`config.mk`:
```
export PLATFORM = sky130hd
export DESIGN_NAME = float_mul_iter
export DESIGN_NICKNAME = d
export VERILOG_FILES = /design/src/rtl/float_mul_iter.sv
export SDC_FILE = /design/constraint.sdc
export NUM_CORES = 1
export LEC_CHECK = 0
export ABC_CLOCK_PERIOD_IN_PS = 10600
export CORE_UTILIZATION = 66
export CTS_BUF_LIST = sky130_fd_sc_hd__clkbuf_4 sky130_fd_sc_hd__clkbuf_8
export CTS_CLUSTER_DIAMETER = 80
export DETAILED_ROUTE_END_ITERATION = 10
export PLACE_DENSITY = 0.89
export REMOVE_ABC_BUFFERS = 1
export SLEW_MARGIN = 5
export SYNTH_ARGS = -nofsm -noshare
export SYNTH_HDL_FRONTEND = slang
export SYNTH_SLANG_ARGS = --single-unit
```
`constraint.sdc`:
```
create_clock -name clk -period 10.6 [get_ports clk]
set_input_delay 2.12 -clock clk [delete_from_list [all_inputs] [get_ports clk]]
set_output_delay 2.12 -clock clk [all_outputs]
set_load 0.03 [all_outputs]
```
`src/rtl/float_mul_iter.sv`:
```
// rtl/float_mul_iter.sv - iterative shift-add floating-point multiplier
// Purpose: multiplies two {sign, exp, mant} floats, retiring BITS_PER_CYCLE
//   multiplier bits per clock, then one normalise/round cycle.
//   Zero/denormal inputs flush to +0; all-ones exponent inputs give inf.
//   Overflow saturates to inf, underflow flushes to +0.
// Ports:
//   clk  - clock, rising edge
//   rst  - asynchronous reset, active-high
//   req  - operand request, sampled only while idle
//   a, b - operands, sampled with req
//   busy - high while an operation is in flight (registered)
//   ack  - one-cycle pulse, result valid on out
//   out  - product, zero whenever ack is low
// Configuration: define FLOAT_MUL_ROUND_NEAREST_EN for round-to-nearest-even;
//   otherwise the fraction is truncated. Latency is the same in both builds.
module float_mul_iter #(
  parameter int EXP_WIDTH      = 8,
  parameter int MANT_WIDTH     = 23,
  parameter int BITS_PER_CYCLE = 2
) (
  input  logic                              clk,
  input  logic                              rst,
  input  logic                              req,
  input  logic [EXP_WIDTH+MANT_WIDTH:0]     a,
  input  logic [EXP_WIDTH+MANT_WIDTH:0]     b,
  output logic                              busy,
  output logic                              ack,
  output logic [EXP_WIDTH+MANT_WIDTH:0]     out
);

  localparam int W    = 1 + EXP_WIDTH + MANT_WIDTH;
  localparam int M    = MANT_WIDTH;
  localparam int N    = (MANT_WIDTH + 1) / BITS_PER_CYCLE;
  localparam int PW   = 2 * MANT_WIDTH + 2;
  localparam int EXW  = EXP_WIDTH + 2;
  localparam int CW   = (N > 1) ? $clog2(N) : 1;
  localparam int BIAS = (1 << (EXP_WIDTH - 1)) - 1;
  localparam logic [EXW-1:0] EXP_MAX = EXW'((1 << EXP_WIDTH) - 1);

  generate
    if (((MANT_WIDTH + 1) % BITS_PER_CYCLE) != 0) begin : g_bad_radix
      $error("BITS_PER_CYCLE must divide MANT_WIDTH+1");
    end
  endgenerate

  typedef enum logic [1:0] {IDLE, MUL, NORM} state_t;

  state_t          state_q, state_d;
  logic [CW-1:0]   cnt_q, cnt_d;
  logic [M:0]      ma_q, ma_d, mb_q, mb_d;
  logic [PW-1:0]   prod_q, prod_d;
  logic [EXW-1:0]  exp_q, exp_d;
  logic            sign_q, sign_d;
  logic            busy_q, busy_d;
  logic            ack_q, ack_d;
  logic [W-1:0]    out_q, out_d;

  // Combinational helpers
  logic [EXP_WIDTH-1:0] ea, eb;
  logic [M:0]           mb_shift;
  logic [PW-1:0]        pp;
  int unsigned          sh;
  logic [EXW-1:0]       e_n;
  logic [M:0]           frac_n;   // extra top bit catches the rounding carry

  assign ea = a[W-2:M];
  assign eb = b[W-2:M];

`ifdef FLOAT_MUL_ROUND_NEAREST_EN
  logic guard, sticky;
  // Bit positions depend on whether the product landed in [2,4) or [1,2).
  assign guard  = prod_q[PW-1] ? prod_q[M]       : prod_q[M-1];
  assign sticky = prod_q[PW-1] ? (|prod_q[M-1:0]) : (|prod_q[M-2:0]);
`endif

  always_ff @(posedge clk or posedge rst) begin
    if (rst) begin
      state_q <= IDLE;
      cnt_q   <= '0;
      ma_q    <= '0;
      mb_q    <= '0;
      prod_q  <= '0;
      exp_q   <= '0;
      sign_q  <= 1'b0;
      busy_q  <= 1'b0;
      ack_q   <= 1'b0;
      out_q   <= '0;
    end else begin
      state_q <= state_d;
      cnt_q   <= cnt_d;
      ma_q    <= ma_d;
      mb_q    <= mb_d;
      prod_q  <= prod_d;
      exp_q   <= exp_d;
      sign_q  <= sign_d;
      busy_q  <= busy_d;
      ack_q   <= ack_d;
      out_q   <= out_d;
    end
  end

  always_comb begin
    state_d  = state_q;
    cnt_d    = cnt_q;
    ma_d     = ma_q;
    mb_d     = mb_q;
    prod_d   = prod_q;
    exp_d    = exp_q;
    sign_d   = sign_q;
    ack_d    = 1'b0;
    out_d    = '0;
    sh       = int'(cnt_q) * BITS_PER_CYCLE;
    mb_shift = mb_q >> sh;
    pp       = (PW'(ma_q) * PW'(mb_shift[BITS_PER_CYCLE-1:0])) << sh;
    e_n      = '0;
    frac_n   = '0;

    case (state_q)
      IDLE: begin
        if (req) begin
          if (ea == '0 || eb == '0) begin
            ack_d = 1'b1;
          end else if ((&ea) || (&eb)) begin
            ack_d = 1'b1;
            out_d = {a[W-1] ^ b[W-1], {EXP_WIDTH{1'b1}}, {M{1'b0}}};
          end else begin
            ma_d    = {1'b1, a[M-1:0]};
            mb_d    = {1'b1, b[M-1:0]};
            prod_d  = '0;
            exp_d   = EXW'(ea) + EXW'(eb) - EXW'(BIAS);
            sign_d  = a[W-1] ^ b[W-1];
            cnt_d   = '0;
            state_d = MUL;
          end
        end
      end
      MUL: begin
        prod_d = prod_q + pp;
        cnt_d  = cnt_q + CW'(1);
        if (cnt_q == CW'(N - 1)) begin
          state_d = NORM;
        end
      end
      NORM: begin
        if (prod_q[PW-1]) begin
          e_n    = exp_q + EXW'(1);
          frac_n = {1'b0, prod_q[PW-2:M+1]};
        end else begin
          e_n    = exp_q;
          frac_n = {1'b0, prod_q[PW-3:M]};
        end
`ifdef FLOAT_MUL_ROUND_NEAREST_EN
        frac_n = frac_n + (M+1)'(guard & (sticky | frac_n[0]));
`endif
        // Rounding overflowed the fraction: value is exactly the next power of two.
        if (frac_n[M]) begin
          frac_n = '0;
          e_n    = e_n + EXW'(1);
        end
        ack_d   = 1'b1;
        state_d = IDLE;
        // e_n is two's complement; its top bit marks a negative exponent.
        if (!e_n[EXW-1] && e_n >= EXP_MAX) begin
          out_d = {sign_q, {EXP_WIDTH{1'b1}}, {M{1'b0}}};
        end else if (e_n[EXW-1] || e_n == '0) begin
          out_d = '0;
        end else begin
          out_d = {sign_q, e_n[EXP_WIDTH-1:0], frac_n[M-1:0]};
        end
      end
      default: state_d = IDLE;
    endcase

    busy_d = (state_d != IDLE);
  end

  assign busy = busy_q;
  assign ack  = ack_q;
  assign out  = out_q;

endmodule

```
# Word-level counts from Yosys, hierarchy flattened
# Index checks and enable logic that the tools add are counted.
[word_totals]
input_bits = 67
wordCells = 74
ff_bits = 147
out_inout_bits = 34
[classes]
mux = 30
n_shift = 2
mul = 1
reduce_logical = 15
order_cmp = 1
add_sub_neg = 6
n_eq_ne = 6
bitwise_logic = 3
[op_table]
columns = ["operator", "count"]
rows = [
  ["$mux W32", 5],
  ["$mux W48", 3],
  ["$pmux W48 S2", 1],
  ["$pmux W32 S2", 1],
  ["$add A48 B48 Y48", 1],
  ["$shl A26 B5 Y48", 1],
  ["$mux W23", 2],
  ["$mux W10", 4],
  ["$mul A24 B2 Y26", 1],
  ["$mux W24", 1],
  ["$shr A24 B5 Y2", 1],
  ["$add A10 B1 Y10 const B", 2],
  ["$logic_not A8 Y1", 2],
  ["$reduce_and A8 Y1", 2],
  ["$mux W4", 3],
  ["$ge A10 B8 Y1 const B", 1],
  ["$logic_not A10 Y1", 1],
  ["$sub A9 B7 Y10 const B", 1],
  ["$add A8 B8 Y9", 1],
  ["$mux W2", 4],
  ["$pmux W4 S2", 1],
  ["$reduce_and A4 Y1", 2],
  ["$ne A2 B2 Y1 const B", 3],
  ["$add A4 B1 Y4 const B", 1],
  ["13 further kinds", 19],
]

# Longest topological paths before layout
[logic_depth]
ltp_word = 11
ltp_mapped = 32
mapped_depth_nobuf = 30

# Worst setup path before layout
# No wires, ideal clock.
[synth_path]
path_type = "register to register"
start = "reg cnt_q[0]"
end = "reg prod_q[46]"
period_less_slack_ns = 6.115
setup_time_ns = 0.130
t_required_ns = 10.470
arrival_time_ns = 5.985
slack_ns = 4.485
path_stages_with_launch = 32
n_path_buf = 2
cell_sequence = "dfrtp_1 -> buf_2 -> mux4_2 -> mux2i_1 -> o21ai_1 -> clkbuf_1 -> nand2_1 -> inv_1 -> ha_1 -> a211oi_2 -> o21ai_0 -> a2111o_1 -> a31oi_4 -> o21ai_1 -> o21a_1 -> xor2_1 -> o21ai_0 -> a21bo_2 -> o21a_1 -> o22ai_1 -> ha_1 -> nand2_1 -> nor4_1 -> a221oi_1 -> o21ai_0 -> a21o_1 -> a21oi_2 -> o21a_1 -> o21ai_2 -> a221oi_1 -> xor2_1 -> o21ai_0"
[synth_between]
elab_chain_len = 5
[synth_rtl]
columns = ["element", "line_no", "source"]
rows = [
  ["start, declared", "49", "logic [CW-1:0] cnt_q, cnt_d;"],
  ["start signal, assigned", "90", "cnt_q <= cnt_d;"],
  ["$shr A24 B5 Y2", "113", "mb_shift = mb_q >> sh;"],
  ["$mul A24 B2 Y26", "114", "pp = (PW'(ma_q) * PW'(mb_shift[BITS_PER_CYCLE-1:0])) << sh;"],
  ["$shl A26 B5 Y48 (*)", "114", ""],
  ["$add A48 B48 Y48 (*)", "138", "prod_d = prod_q + pp;"],
  ["$pmux W48 S2 (*)", "118", "case (state_q)"],
  ["end signal, assigned", "93", "prod_q <= prod_d;"],
  ["end, declared", "51", "logic [PW-1:0] prod_q, prod_d;"],
]
# Mark *: on every way between the ends. The rest lies on a longest branch, timed or not.
# A chain may end at the register's enable or synchronous reset.

# Final worst setup path
[layout_path]
start = "reg cnt_q[3]"
end = "reg prod_q[41]"
# Same word-level chain as after synthesis.

==> metrics.txt <==
status=finished clean; number of synthesized flops with an enable pin=0; Skew-Pair Late Insertion Delay=~0.47 ns; max-slew violations=0; number of distinct library cells after synthesis=80; die height=between 100 and 150 um; Worst Setup Path Type=reg -> reg; Rel. slew slack=0.2744; max_cap viols=0; top layer reached by signal wires=met4; Worst Slack Setup Final=~2.8 ns; CTS sink cnt=roughly 150; Routed WL=30,060 um; final worst path period share=0.7395; Synth Area per Inst=roughly 8.8 um2; area of the die=18,410 um2; highest-delay cell along the critical path=o21ai_2; First-pass DRT Iterations=5; maximum clock insertion buffer count=2; Final ANT Viol Nets=0; minimum clock period=7.839 ns; YS warnings=0; Fin. Hold Viols=0; Setup WS pre-CTS=about 2.6 ns; Post-CTS Setup Bufs=0; CP Data Required Time=10.94 ns; Iteration-0 DRC Markers=between 1k and 1.5k; sequential area share after synthesis=0.3098; CP peak stage delay=about 0.67 ns; FP Rows=48; Crit. End Element=flop; Ports=approximately 100; post-DP HPWL=between 20,000 and 25,000 um; Main synth FF type=dfrtp_1; clock-pin slew on the worst setup and hold paths=0.09 ns; ys async rst share=1.000; HP Class=reg -> reg; Vias/cell=6.405; largest cells by area after synthesis=dfrtp_1 (31%), ha_1 (10%), mux2_2 (5.5%); Post-CTS Hold Buffers=0; clk_skew=around 0.013 ns; Initial Util=0.6795; top-area cell type share of the netlist area=0.3098; Mapped Cells=1,346; Global Route Usage Sum=0.3392; DIE WIDTH=135.7 um; worst-margin pin slew=~1.1 ns; setup_tns=0 ns; initial antenna violation count=0; Fmax=~130 MHz; endpoints failing setup=0; per-cell routed wire length=about 18 um; number of global-route vias before repair=approximately 10k; RSZ-0062 raised after global routing=false; DR WL met2=approximately 14,000 um; PortBufs=100; clk root buf=clkbuf_8; pin count of the biggest net entering global routing=between 80 and 90; area grow syn2layout=13.17%; met3 wire len=between 1500 and 2000 um; gpl congestion=0.9607; CTS tree=done; CP most frequent cell=mux2i_1; CP startpoint kind=flop; layout cells sized above 1=0.09544; CP max FO=36; final net count=between 1.5k and 2k; GRT overflow=0; routed via count=10.57k; Synth Register Bits=around 150; first-pass GRT wire length=49,670 um; CTS H-Tree Depth=4; wl on met1=about 13,000 um; # DRC=0; TritonCTS buffer count=17; final instance area=roughly 13,000 um2; diode count=0; Mapped Area=between 10,000 and 15,000 um2; Synth area leader=dfrtp_1; placed cell area=approximately 13,000 um2; post-cts resize count=0; WP data arrival=8.18 ns; Core Area=17,360 um2
-- logic make-up (layout without fill, tap and decap cells) --
logic type | count (synthesis) | after routing | share of synthesized area
simple gates | 424 | 424 | 0.1704
flops | 146 | 146 | 0.3098
fa+ha+maj | 99 | 99 | 0.1069
mux | 114 | 114 | 0.1110
xor+xnor | 80 | 80 | 0.06005
compound gates | 383 | 383 | 0.2090
buf+inv | 100 | 179 | 0.03289
-- cell usage after synthesis (12+ instances only) --
master / n
mux2i_1: 49
xor2_1: 35
o21a_1: 15
o21ai_1: 12
ha_1: 96
nand2_1: 155
nand3_1: 16
clkbuf_1: 46
nor3_1: 15
dfrtp_1: 146
and2_1: 56
a21oi_1: 96
a21o_1: 33
xnor2_1: 44
mux2_2: 58
nor2_1: 101
nand4_1: 21
o21ai_0: 110
and3_1: 12
inv_1: 35
a22o_1: 12
-- critical path: cells and delay by family, from the launching register on --
family	cells	cell delay (ns)
flops	1	0.37
mux	4	1.04
xor+xnor	1	0.41
buf+inv	3	0.87
simple gates	6	0.87
compound gates	14	3.17
fa+ha+maj	3	0.98
-- final cells by class --
cell class                 count  area [um2]
clock inverter                11       152.6
multi-input combinational   1100        7765
clock buffer                  21       270.3
tap                          225       281.5
timing repair buffer         111        1084
sequential                   146        3654
fill                        1233        4010
inverter                      36       140.1
-- placed cells by master, fill, tap and decap left out, types with 16 or more instances in the layout --
cell type / synthesis / layout
inv_1: 35 / 34
nand3_1: 16 / 16
mux2_2: 58 / 58
clkdlybuf4s50_1: 0 / 100
xor2_1: 35 / 35
and2_1: 56 / 56
ha_1: 96 / 96
nand2_1: 155 / 155
dfrtp_1: 146 / 146
xnor2_1: 44 / 44
a21oi_1: 96 / 96
nand4_1: 21 / 21
clkbuf_8: 0 / 18
mux2i_1: 49 / 49
o21ai_0: 110 / 110
nor2_1: 101 / 100
a21o_1: 33 / 33
-- sequential cells by signal, summed over array words and instances (netlist names) --
register  count
prod_q       48
out          32
ma_q         24
mb_q         23
exp_q        10
cnt_q         4
state_q       2
ack           1
busy          1
sign_q        1
-- worst paths after layout --
| check | start | endpoint | slack [ns] | cells past startpoint |
|---|---|---|---|---|
| max | cnt_q[3] | prod_q[41] | 2.76 | 31 |
| max in group asynchronous | rst | prod_q[22] | 7.02 | 3 |
| min in group asynchronous | rst | mb_q[16] | 2.09 | 2 |
| min reg2reg | prod_q[7] | prod_q[7] | 0.50 | 2 |
| max reg2reg | cnt_q[3] | prod_q[41] | 2.76 | 31 |
| min | prod_q[7] | prod_q[7] | 0.50 | 2 |
-- stage by stage --
| stage | hold slack, ns | util | cells |
|---|---|---|---|
| 4_1_cts | 0.4979 | 0.7687 | 1650 |
| 3_5_place_dp | 0.4795 | 0.7444 | 1618 |
| 5_1_grt | 0.5293 | 0.7690 | 1650 |
| 6_report | 0.4993 | 0.7690 | 1650 |
| 2_1_floorplan | 0.4563 | - | 1282 |
| 3_3_place_gp | 0.4706 | 0.7444 | 1618 |
-- per-layer routing --
metal / up-vias / GRT usage
met1: 5004 / 0.4594
met2: 462 / 0.5507
met3: 90 / 0.04377
met5: - / 0
li1: 5012 / -
met4: 0 / 0.1298
Power is left out: the tool's default activity adds up to more than one toggle a clock period on the data nets, which glitch-free logic cannot reach.
